`src/rtl/apb_requester.sv`:
```
// Single-outstanding APB4 requester: request handshake -> SETUP -> ACCESS -> response handshake.
// Minimum latency is 3 cycles from request handshake to rsp_valid; req_ready is low until the response is taken.
module apb_requester #(
  parameter int unsigned TIMEOUT_CYCLES = 16
) (
  input  logic        PCLK,
  input  logic        PRESETn,
  input  logic        req_valid,
  output logic        req_ready,
  input  logic        req_write,
  input  logic        req_addr,
  input  logic [31:0] req_wdata,
  input  logic [3:0]  req_strb,
  output logic        rsp_valid,
  input  logic        rsp_ready,
  output logic [31:0] rsp_rdata,
  output logic        rsp_err,
  output logic        PADDR,
  output logic        PSEL,
  output logic        PENABLE,
  output logic        PWRITE,
  output logic [31:0] PWDATA,
  output logic [3:0]  PSTRB,
  input  logic        PREADY,
  input  logic [31:0] PRDATA,
  input  logic        PSLVERR
);

  typedef enum logic [1:0] {
    S_IDLE   = 2'd0,
    S_SETUP  = 2'd1,
    S_ACCESS = 2'd2,
    S_RESP   = 2'd3
  } state_t;

  localparam logic [15:0] L_TMO    = 16'(TIMEOUT_CYCLES);
  localparam logic        L_TMO_EN = (TIMEOUT_CYCLES != 0);

  state_t      r_state;
  state_t      w_next;
  logic        r_write;
  logic        r_addr;
  logic [31:0] r_wdata;
  logic [3:0]  r_strb;
  logic [31:0] r_rdata;
  logic        r_err;
  logic [15:0] r_wait_cnt;
  logic        w_handshake;
  logic        w_done;
  logic        w_timeout;

  // Gating with PRESETn keeps req_ready low for the whole reset and high on the first cycle after it.
  assign req_ready   = PRESETn && (r_state == S_IDLE);
  assign w_handshake = req_valid && req_ready;
  assign w_done      = (r_state == S_ACCESS) && PREADY;
  assign w_timeout   = L_TMO_EN && (r_state == S_ACCESS) && !PREADY && (r_wait_cnt == L_TMO);

  always_ff @(posedge PCLK or negedge PRESETn) begin
    if (!PRESETn) begin
      r_state <= S_IDLE;
    end else begin
      r_state <= w_next;
    end
  end

  always_comb begin
    w_next = r_state;
    case (r_state)
      S_IDLE:   if (w_handshake) w_next = S_SETUP;
      S_SETUP:  w_next = S_ACCESS;
      S_ACCESS: if (w_done || w_timeout) w_next = S_RESP;
      S_RESP:   if (rsp_ready) w_next = S_IDLE;
      default:  w_next = S_IDLE;
    endcase
  end

  always_ff @(posedge PCLK or negedge PRESETn) begin
    if (!PRESETn) begin
      r_write    <= 1'b0;
      r_addr     <= 1'b0;
      r_wdata    <= 32'h0;
      r_strb     <= 4'h0;
      r_rdata    <= 32'h0;
      r_err      <= 1'b0;
      r_wait_cnt <= 16'h0;
    end else begin
      if (w_handshake) begin
        r_write <= req_write;
        r_addr  <= req_addr;
        r_wdata <= req_wdata;
        r_strb  <= req_write ? req_strb : 4'h0;
      end
      if (r_state == S_SETUP) begin
        r_wait_cnt <= 16'h0;
      end else if ((r_state == S_ACCESS) && !PREADY && (r_wait_cnt != 16'hFFFF)) begin
        r_wait_cnt <= r_wait_cnt + 16'h1;
      end
      // A completing PREADY wins over a timeout landing in the same cycle.
      if (w_done) begin
        r_rdata <= r_write ? 32'h0 : PRDATA;
        r_err   <= PSLVERR;
      end else if (w_timeout) begin
        r_rdata <= 32'h0;
        r_err   <= 1'b1;
      end
    end
  end

  assign PSEL      = (r_state == S_SETUP) || (r_state == S_ACCESS);
  assign PENABLE   = (r_state == S_ACCESS);
  assign PADDR     = r_addr;
  assign PWRITE    = r_write;
  assign PWDATA    = r_wdata;
  assign PSTRB     = r_strb;
  assign rsp_valid = (r_state == S_RESP);
  assign rsp_rdata = r_rdata;
  assign rsp_err   = r_err;

endmodule
```
`config.mk`:
```
export PLATFORM = sky130hd
export DESIGN_NAME = apb_requester
export DESIGN_NICKNAME = d
export VERILOG_FILES = /design/src/rtl/apb_requester.sv
export SDC_FILE = /design/constraint.sdc
export NUM_CORES = 1
export LEC_CHECK = 0
export CAP_MARGIN = 15
export CORE_MARGIN = 4
export CORE_UTILIZATION = 39
export CTS_CLUSTER_SIZE = 16
export DETAILED_ROUTE_END_ITERATION = 16
export GPL_TIMING_DRIVEN = 0
export PLACE_DENSITY = 0.88
export SLEW_MARGIN = 20
export SYNTH_ARGS = -nofsm -noshare
export SYNTH_HDL_FRONTEND = slang
export SYNTH_SLANG_ARGS = --single-unit
```
`constraint.sdc`:
```
create_clock -name PCLK -period 1.89 [get_ports PCLK]
set_input_delay 0.378 -clock PCLK [delete_from_list [all_inputs] [get_ports PCLK]]
set_output_delay 0.378 -clock PCLK [all_outputs]
set_load 0.03 [all_outputs]
```
==> run_results.csv, run 1 <==
group,metric,value,unit
route,routedWlPerCell,18.83,µm
route,drc_errors,0,
die,num_rows,35,
clocking,h-tree-depth,3,
synthesis,synth_top_family_by_area,"compound AO/OA/AOI/OAI gates",
sta,grt_setup_unrepaired,"yes",
run_status,violations,"setup timing",
critical_path,cp_max_fo,5,
synthesis,synthCells,287,
placed_design,gp_congestion,0.8986,
synthesis,seq_area_frac_synth,59.53,%
route,dr_total_vias,3148,
cells_and_area,nets,544,
global_routing,first_global_vias,3326,
sta,period_minus_slack,1.908,ns
route,met3WireLength,821,µm
route,detail_route.vias_per_cell,5.282,
cells_and_area,n_fill_cell,711,
route,wl_met1,4197,µm
sta,skew,0.01175,ns
synthesis,synth_area,3741,µm²
sta,final.setup.worst_slack,-0.01834,ns
sta,hold_viol,0,
placed_design,dp.cells,567,
clocking,clkTransAtPathRegs,0.09,ns
cells_and_area,final_cell_area,5956,µm²
cells_and_area,areaGrowthSynthToFinish,59.20,%
die,io_pins,151,
clocking,cts_root_buf,"clkbuf_8",
sta,setup-violations-final,4,
route,detail-route-antenna-nets,0,
synthesis,synth_cell_types,43,
global_routing,antenna_found_initial,0,
die,start_util,40.30,%
critical_path,r2r_cells,7,
worst_hold_path,hold_class,"primary input to async pin",
cells_and_area,mostFrequentLayoutCells,"clkdlybuf4s50_1 (144), dfrtp_1 (86), mux2_2 (35)",
power_and_ir_drop,powerDensity,1641,nW/µm²
critical_path,r2r_end,"r_wait_cnt[14]",
route,routed_wl,11220,µm
power_and_ir_drop,ir_drop,1005,µV
route,drtIter0Drc,122,
clocking,cts_buffers,9,
critical_path,rrSetupSlack,-0.02,ns
synthesis,synth_compound_area_share,13.58,%
synthesis,synth_mux_area_share,11.51,%
synthesis,synthSimpleGateAreaFrac,10.97,%
cells_and_area,multi_input_area,1541,µm²
synthesis,synth_edf_count,0,
critical_path,cp_data_arrival_time,2.18,ns
route,wl_met2,6008,µm
cells_and_area,final_common_cell,"clkdlybuf4s50_1",
power_and_ir_drop,p_leak,0.002576,µW
synthesis,synth.avg_cell_area,13.04,µm²
placed_design,io_buffers,150,
die,die_w,105.9,µm
clocking,clk_latency,0.35,ns
global_routing,grt_pass1_wl,17230,µm
synthesis,synth_ff_type,"dfrtp_1",
critical_path,worst-setup-path-type,"register to register",
cells_and_area,ff_latch_area,2231,µm²
die,die_h,105.9,µm
sta,slew_headroom,64.52,%
synthesis,synth-async-reset-ratio,100.0,%
critical_path,worst_r2r_startpoint,"r_state[0]",
global_routing,globalRoute.totalOverflow,0,
critical_path,crit_start,"r_state[0]",
cells_and_area,fin_cells,596,
clocking,cts_tree,"yes",
critical_path,cp-end-kind,"register",
synthesis,synth_xor_area_share,0,%
synthesis,synthAdderAreaFrac,2.007,%
global_routing,grt_start_max_net_pins,53,
sta,max_freq,524.0,MHz
clocking,clock_path_buffers,2,
critical_path,worstSetupStartpointType,"register",
sta,slew_viol_final,0,
cells_and_area,fin_util,64.15,%
synthesis,syn-num-nets,369,
die,die_area,11220,µm²
cells_and_area,layout-drive-gt1-share,23.34,%
critical_path,critical_path_required,2.16,ns
run_status,status,"finished with violations",
placed_design,dpl.hpwl,7743,µm
sta,post-route-period-util,101.0,%
synthesis,yosys_warnings,0,
flow_run,cap_violations,0,
critical_path,endpoint,"r_wait_cnt[14]",
cells_and_area,n_antenna_cell,0,
die,core,9284,µm²
global_routing,grt_use_total,19.26,%
route,drt_first_pass_iters,4,
sta,worst_pin_slew,0.5321,ns
placed_design,place_area,5435,µm²
placed_design,dp_slack,-0.3018,ns
synthesis,ys_ff_latch,89,
route,top_layer_used,"met4",
clocking,clock-sinks,89,
-- worst min path at each step --
stage	from	end	slack (ns)	cells after the start
finish	PRESETn	r_wait_cnt[2]	0.007	1
global route	PRESETn	r_wait_cnt[2]	0.03	1
CTS	PRESETn	r_wait_cnt[0]	0.02	1
detailed placement	PRESETn	r_wait_cnt[2]	0.39	1
global placement	PSTRB[0]	PSTRB[0]	0.46	2
floorplan	PRESETn	PADDR	0.08	0
-- through the flow --
stage	hold WS [ns]	total power (µW)	setup TNS, ns
CTS	0.02109	9607	-0.9917
global placement	0.4649	7575	-396.89
floorplan	0.08241	5634	-0.1330
detailed placement	0.3925	7704	-14.23
finish	0.006656	9773	-0.04915
global route	0.03481	10250	-0.5836
-- final cells by class --
cell class | instances | share of cell area [%]
Sequential cell | 89 | 37.46
Timing Repair Buffer | 164 | 27.14
Multi-Input combinational cell | 177 | 25.88
Tap cell | 129 | 2.710
Clock inverter | 5 | 2.521
Clock buffer | 11 | 2.374
Buffer | 13 | 1.408
Inverter | 8 | 0.5042
-- state kept, by name (all words and copies together) (netlist names) --
name        cells
PWDATA         32
rsp_rdata      32
r_wait_cnt     16
PSTRB           4
r_state         2
PADDR           1
PWRITE          1
rsp_err         1
-- worst max-delay path: stages, from the launching register on --
cell and delay [ns]:
dfrtp_1 0.42, inv_2 0.10, ha_4 0.16, and4b_2 0.30, nand2_2 0.10, buf_6 0.13, or4_1 0.46, a21oi_1 0.17
-- power breakdown --
part / switching (µW) / internal (µW) / total (µW)
combinational: 2610 / 2250 / 4860
sequential: 438 / 2630 / 3070
clock: 669 / 1180 / 1850
total: 3710 / 6060 / 9770
-- routing by layer --
layer / vias to the layer above / track usage, %
met5: - / 0
met3: 21 / 6.557
met4: 0 / 6.105
li1: 1425 / -
met2: 114 / 34.20
met1: 1588 / 21.77
-- cells by family (layout without fill, tap and decap cells) --
logic type | Yosys count | in the layout
simple gates | 67 | 67
compound gates | 66 | 66
mux | 38 | 38
buf+inv | 21 | 201
flops | 89 | 89
fa+ha+maj | 6 | 6
-- cell usage after synthesis, drive strengths merged (2+ instances only) --
master / instances / area (µm²)
a21oi: 11 / 55.05
nand2b: 2 / 12.51
inv: 8 / 30.03
or4: 6 / 45.04
dfrtp: 89 / 2227
or3: 4 / 25.02
buf: 7 / 37.53
clkbuf: 6 / 22.52
o31ai: 4 / 30.03
nor2b: 4 / 27.53
mux2: 37 / 420.4
nand4: 6 / 58.80
a22o: 32 / 280.3
nor2: 7 / 26.28
nor4: 4 / 46.29
nand2: 20 / 75.07
nor4b: 2 / 17.52
o21ai: 7 / 35.03
nor3: 2 / 10.01
o41ai: 3 / 26.28
nand3: 5 / 25.02
ha: 6 / 75.07
a211oi: 3 / 22.52
-- what timing repair did --
item                       in CTS  in global routing
setup buffers                   0                 12
pin swaps                       2                  5
resized for setup              29                 24
cloned                          0                  1
hold buffers                    0                  0
setup endpoints to repair      76                 76
(Power assumes the default switching activity.)
==> inputs of run 2 (changes only) <==
--- a/config.mk
+++ b/config.mk
@@ -8,7 +8,6 @@
 export CAP_MARGIN = 15
 export CORE_MARGIN = 4
 export CORE_UTILIZATION = 39
-export CTS_CLUSTER_SIZE = 16
 export DETAILED_ROUTE_END_ITERATION = 16
 export GPL_TIMING_DRIVEN = 0
 export PLACE_DENSITY = 0.88
==> results of run 2 <==
The final DEF is identical to that of run 1; final timing and power are the same.
==> inputs of run 3 (changes only) <==
--- a/config.mk
+++ b/config.mk
@@ -11,7 +11,6 @@
 export DETAILED_ROUTE_END_ITERATION = 16
 export GPL_TIMING_DRIVEN = 0
 export PLACE_DENSITY = 0.88
-export SLEW_MARGIN = 20
 export SYNTH_ARGS = -nofsm -noshare
 export SYNTH_HDL_FRONTEND = slang
 export SYNTH_SLANG_ARGS = --single-unit
==> results of run 3 <==
The final DEF is identical to that of run 1; final timing and power are the same.
